## config.mk

```make
export PLATFORM = sky130hd
export DESIGN_NAME = data_sync_tx
export DESIGN_NICKNAME = d
export VERILOG_FILES = /design/src/rtl/data_sync_tx_pkg.sv /design/src/rtl/data_sync_tx_bit_sync.sv /design/src/rtl/data_sync_tx.sv
export SDC_FILE = /design/constraint.sdc
export NUM_CORES = 1
export LEC_CHECK = 0
export ABC_AREA = 1
export BUFFER_PORTS_ARGS = -buffer_cell sky130_fd_sc_hd__buf_2
export CORE_MARGIN = 3
export CORE_UTILIZATION = 35
export CTS_BUF_LIST = sky130_fd_sc_hd__clkbuf_2
export CTS_CLUSTER_SIZE = 24
export DETAILED_ROUTE_END_ITERATION = 12
export PLACE_DENSITY = 0.64
export SLEW_MARGIN = 20
export SYNTH_ARGS = -nofsm -noshare
export SYNTH_HDL_FRONTEND = slang
export SYNTH_SLANG_ARGS = --single-unit
```

## constraint.sdc

```tcl
create_clock -name CLK -period 1.7 [get_ports CLK]
set_input_delay 0.34 -clock CLK [delete_from_list [all_inputs] [get_ports CLK]]
set_output_delay 0.34 -clock CLK [all_outputs]
set_load 0.02 [all_outputs]
```

## src/rtl/data_sync_tx_pkg.sv

```systemverilog
// Shared definitions for the data_sync transmit/receive pair.
// Both sides take their state encodings and default sizes from here.
package data_sync_tx_pkg;

    localparam int DEF_BUS_WIDTH  = 8;
    localparam int DEF_NUM_STAGES = 2;

    typedef enum logic [1:0] {
        ST_IDLE    = 2'd0,
        ST_REQ     = 2'd1,
        ST_ACK_LOW = 2'd2
    } tx_state_e;

endpackage

```

## src/rtl/data_sync_tx_bit_sync.sv

```systemverilog
// Multi-flop level synchronizer for a single control bit.
// The output is the last flop; all flops clear on reset.
module bit_sync #(
    parameter int NUM_STAGES = 2
) (
    input  logic clk,
    input  logic rst,
    input  logic d,
    output logic q
);

    logic [NUM_STAGES-1:0] sync_q;

    always_ff @(posedge clk or posedge rst) begin
        if (rst) begin
            sync_q <= '0;
        end else begin
            sync_q <= {sync_q[NUM_STAGES-2:0], d};
        end
    end

    assign q = sync_q[NUM_STAGES-1];

endmodule

```

## src/rtl/data_sync_tx.sv

```systemverilog
// Source side of a four-phase req/ack bus synchronizer.
// A word is held on unsync_bus until the receiver's ack has gone high then low.
module data_sync_tx
    import data_sync_tx_pkg::*;
#(
    parameter int BUS_WIDTH  = DEF_BUS_WIDTH,
    parameter int NUM_STAGES = DEF_NUM_STAGES
) (
    input  logic                 CLK,
    input  logic                 RST,
    input  logic [BUS_WIDTH-1:0] in_data,
    input  logic                 in_valid,
    output logic                 in_ready,
    input  logic                 bus_ack,
    output logic [BUS_WIDTH-1:0] unsync_bus,
    output logic                 bus_enable,
    output logic                 busy
);

    tx_state_e            state_q;
    tx_state_e            state_d;
    logic [BUS_WIDTH-1:0] bus_d;
    logic                 en_d;
    logic                 ack_s;

    bit_sync #(
        .NUM_STAGES(NUM_STAGES)
    ) u_ack_sync (
        .clk(CLK),
        .rst(RST),
        .d  (bus_ack),
        .q  (ack_s)
    );

    always_ff @(posedge CLK or posedge RST) begin
        if (RST) begin
            state_q    <= ST_IDLE;
            unsync_bus <= '0;
            bus_enable <= 1'b0;
        end else begin
            state_q    <= state_d;
            unsync_bus <= bus_d;
            bus_enable <= en_d;
        end
    end

    // The data register only loads in IDLE, so it is frozen for the
    // whole req/ack cycle and the receiver may sample it at any time.
    always_comb begin
        state_d = state_q;
        bus_d   = unsync_bus;
        en_d    = bus_enable;
        unique case (state_q)
            ST_IDLE: begin
                if (in_valid) begin
                    bus_d   = in_data;
                    en_d    = 1'b1;
                    state_d = ST_REQ;
                end
            end
            ST_REQ: begin
                if (ack_s) begin
                    en_d    = 1'b0;
                    state_d = ST_ACK_LOW;
                end
            end
            ST_ACK_LOW: begin
                if (!ack_s) begin
                    state_d = ST_IDLE;
                end
            end
            default: begin
                en_d    = 1'b0;
                state_d = ST_IDLE;
            end
        endcase
    end

    assign in_ready = (state_q == ST_IDLE);
    assign busy     = ~in_ready;

endmodule
```

[Word-level counts from Yosys, hierarchy flattened]
Cells that the tools add are included.
Storage, ports and cells
  output and inout port bits: 11
  register bits: 13
  input port bits: 12
Operators by class
  mux-type cells: 7
  bitwise gates (word level): 2
  reduce and logical (&&, ||, !) cells: 4
  equality and inequality tests: 5
Operators with widths (number)
  two-way mux 2 bit: 3
  case mux 2 bit (3 select lines): 1
  AND reduction 3 bit: 2
  != test 2 bit, second input constant: 2
  case mux 1 bit (3 select lines): 1
  equality test 2 x 1 -> 1 bit, second input constant: 1
  equality test 2 bit, second input constant: 1
  logical NOT 2 bit: 1
  two-way mux 1 bit: 2
  != test 2 x 1 -> 1 bit, second input constant: 1
  NOT 1 bit: 2
  AND reduction 2 bit: 1

[Longest topological paths before layout]
  word-level depth: 3
  depth in mapped cells: 4
  mapped depth without buffers: 4

[Cells and area by module]
Synthesis repeated with hierarchy kept, for this count alone.
Unflattened totals
  cell total of the unflattened synthesis: 55
  area, all modules: 516.7 µm²
By module, submodules not included
  data_sync_tx: area an instance 462.9 µm², cells each 52, instances 1
  bit_sync: area an instance 53.8 µm², cells each 3, instances 1

[Least setup slack after synthesis]
No wires, ideal clock.
  kind: reg2out
  from: register state_q[0]
  to: output port busy
  path buffers: 1
  data required time: 1.360 ns
  arrival time: 0.806 ns
  setup slack: 0.554 ns
  stages on the path, launching flop included: 4
  path through: dfrtp_1 nor2_4 buf_6 inv_1
On the way
  word-level cells in the longest chain between the ends: 2
Ends and longest elaborated chain
  from (decl): RTL line data_sync_tx.sv:20  | tx_state_e state_q;
  from (signal assigned): RTL line data_sync_tx.sv:41  | state_q <= state_d;
  logical NOT 2 bit: RTL line data_sync_tx.sv:79  | assign in_ready = (state_q == ST_IDLE);
  net in_ready: RTL line data_sync_tx.sv:13  | output logic in_ready,
  NOT 1 bit: RTL line data_sync_tx.sv:80  | assign busy = ~in_ready;
  to (decl): RTL line data_sync_tx.sv:17  | output logic busy
The timed path passes the listed nets, and every way through them passes these cells.

[Worst setup path after layout]
  from: register state_q[0]
  to: output port in_ready
On the way
  word-level cells in the longest chain between the ends: 1
Ends and longest elaborated chain (RTL line)
  logical NOT 2 bit: data_sync_tx.sv:79
  to (decl): data_sync_tx.sv:13
No other way between the ends.

==> results.yml <==
pwr:
  p_int_uw: 674
  p_clk_share_pct: 12.4
  ir_worst_vdd_mv: 0.773
  swShare_pct: 45.2
  pwr-share-comb_pct: 46.2
  p_sw_uw: 555
  seq_power_share_pct: 41.3
  cellPowerDensity_mw_per_mm2: 1900
  leakage_nw: 0.379
clock_network:
  clkSinkCount: 13
  worst_skew_pair.late_latency_ns: 0.27
  cts-buffers-inserted: 3
  path_clk_slew_ns: 0.13
  cts_setup_buffers: 0
  clk_path_buf_depth: 2
  htreeDepth: 1
  ctsHoldBuffers: 0
  cts_resized: 0
  cts_tree: "built"
  cts_root_buffer: "clkbuf_2"
setup_path:
  worstSetupStartpointType: "flop"
  cp.arrival_ns: 1.21
  worstPathRequired_ns: 1.36
  crit_path_end_kind: "output pin"
  r2r_slack_ns: 0.61
  worstReg2RegEnd: "unsync_bus[3]$_DFFE_PP0P_"
  crit_chain: "nor2_4, buf_2"
  worst-path-buf-inv: 1
  rr_worst_depth: 4
  crit_type: "reg2out"
  cp_top_family: "flip-flops"
  cp_max_fo: 11
  crit_slowest_cell: "dfrtp_1"
  r2r-start: "state_q[0]$_DFFE_PP0P_"
  cpPeakStageDelay_ns: 0.44
synth:
  synth_top_area_share_pct: 62.4
  synth_top_family_by_area: "simple AND/OR/NAND/NOR gates"
  synth_area_leaders: "dfrtp_1 62%, nand2_1 13%, nand3_1 7.7%, buf_6 4.3%, inv_1 3.6%"
  synthArstFlopShare_pct: 100
  synth_cell_types: 11
  synthAdderAreaFrac_pct: 0
  yosys.area_share.simple_pct: 26.4
  synth_nets: 65
  syn_avg_cell_area_um2: 9.84
  synth-edff-count: 0
  yosysWarnings: 0
  synth.area.mux_share_pct: 0
  yosysMostFrequentCell: "nand2_1"
  ys.flop_type: "dfrtp_1"
  syn_area_um2: 522
  yosysTopAreaCell: "dfrtp_1"
  ys_ff_latch: 13
  yosysSeqAreaShare_pct: 62.4
  synthTopCellsByCount: "18 x nand2_1, 13 x dfrtp_1, 8 x nand3_1"
  synth-compound-area-share_pct: 3.36
  synth_cells: 53
  synthXorXnorAreaFrac_pct: 0
final_layout:
  fillCellCount: 145
  n_antenna_cell: 0
  drive_gt1_share_pct: 36.4
  final_util_pct: 48.0
  final_nets: 90
  final_cells: 92
  multi_input_area_um2: 155
  layout-area-overhead-vs-synth_pct: 24.2
  seqCellArea_um2: 325
global_routing:
  grt_use_total_pct: 11.0
  grt_pass1_vias: 341
  gr-total-overflow: 0
  antenna_found_initial: 0
  grt_pass1_wl_um: 1520
  grt_max_degree: 14
status:
  status: "complete, no violations"
floorplan:
  die_area_mm2: 0.00199
  core_area_mm2: 0.00135
  die_width_um: 44.6
  num_rows: 13
  fp.dieH_um: 44.6
  io_pins: 23
  start_util_pct: 38.6
detailed_routing:
  vias: 406
  drtIter0Drc: 5
  dr.pass1.iters: 3
  wl_per_cell_um: 10.3
  vias_per_cell: 4.41
  ant_nets: 0
  drc: 0
  routed_wl_um: 951
sta:
  final.setup_skew_ns: 0.00693
  rsz0062_at_grt: "false"
  fin_crit_ns: 1.55
  slew_viol_final: 0
  tightest_slew_ns: 0.485
  max_freq_mhz: 645
  min_period_over_period_pct: 91.2
  slew_headroom_pct: 67.7
  finalSetupViolations: 0
  hold_viol: 0
  finalSetupTns_ns: 0
place:
  dp.cells: 88
  port_buffers: 22
  hpwl_um: 679
  gp_congestion: 0.675
worst_hold_path:
  hold_path_class: "in2async"
job:
  timing.max_cap.violations: 0
-- through the flow --
| stage | cell area, um2 | hold WS [ns] | total power, mW | setup slack [ns] |
|---|---|---|---|---|
| after floorplan | 522 | 0.217 | 0.938 | 0.554 |
| after global placement | 628 | 0.333 | 1.09 | 0.482 |
| after detailed placement | 628 | 0.337 | 1.09 | 0.462 |
| after CTS | 648 | 0.0591 | 1.25 | 0.116 |
| after global routing | 648 | 0.0654 | 1.33 | 0.0556 |
| final | 648 | 0.0628 | 1.23 | 0.149 |
-- flip-flops by register name, indices dropped and copies added (netlist names) --
register           cells
unsync_bus             8
bus_enable             1
state_q                2
u_ack_sync.sync_q      2
-- layout by cell type (no fill, tap or decap) --
cell	count
buf_2	22
nand2_1	18
dfrtp_1	13
nand3_1	8
inv_1	5
clkbuf_2	3
nor2_1	2
nor2_4	1
nand2_4	1
a21oi_1	1
o21ai_1	1
a21boi_0	1
clkinv_2	1
-- per-layer routing --
metal	wire, um	up-vias	track usage (%)
met5	0	-	0
met4	22	0	5.42
met3	60	4	6.10
met2	426	13	14.3
met1	442	176	14.4
li1	-	213	-
-- area by class of cell --
cell class	instances	share of cell area [%]
timing repair buffer	22	17.0
clock inverter	1	0.772
sequential	13	50.2
clock buffer	3	2.32
multi-input combinational	33	23.9
inverter	5	2.90
tap	15	2.90
-- cells by family (layout without fill, tap and decap cells) --
family                 count (synthesis)  after routing
AOI/OAI and AO/OA                      3              3
buffers and inverters                  7             31
DFF                                   13             13
and+or+nand+nor                       30             30
-- worst max-delay path by stage --
| stage | startpoint | to | depth (start not counted) |
|---|---|---|---|
| 3_3_place_gp | state_q[0]$_DFFE_PP0P_ | in_ready | 2 |
| 2_1_floorplan | state_q[0]$_DFFE_PP0P_ | busy | 3 |
| 5_1_grt | state_q[0]$_DFFE_PP0P_ | in_ready | 2 |
| 6_report | state_q[0]$_DFFE_PP0P_ | in_ready | 2 |
| 3_5_place_dp | state_q[0]$_DFFE_PP0P_ | in_ready | 2 |
| 4_1_cts | state_q[0]$_DFFE_PP0P_ | in_ready | 2 |
-- power by group through the flow --
stage	combinational [mW]	sequential (mW)	clock, mW
finish	0.568	0.508	0.153
global route	0.629	0.523	0.174
CTS	0.578	0.509	0.166
detailed placement	0.577	0.516	0
global placement	0.575	0.511	0
floorplan	0.291	0.647	0
(Power assumes the default switching activity.)
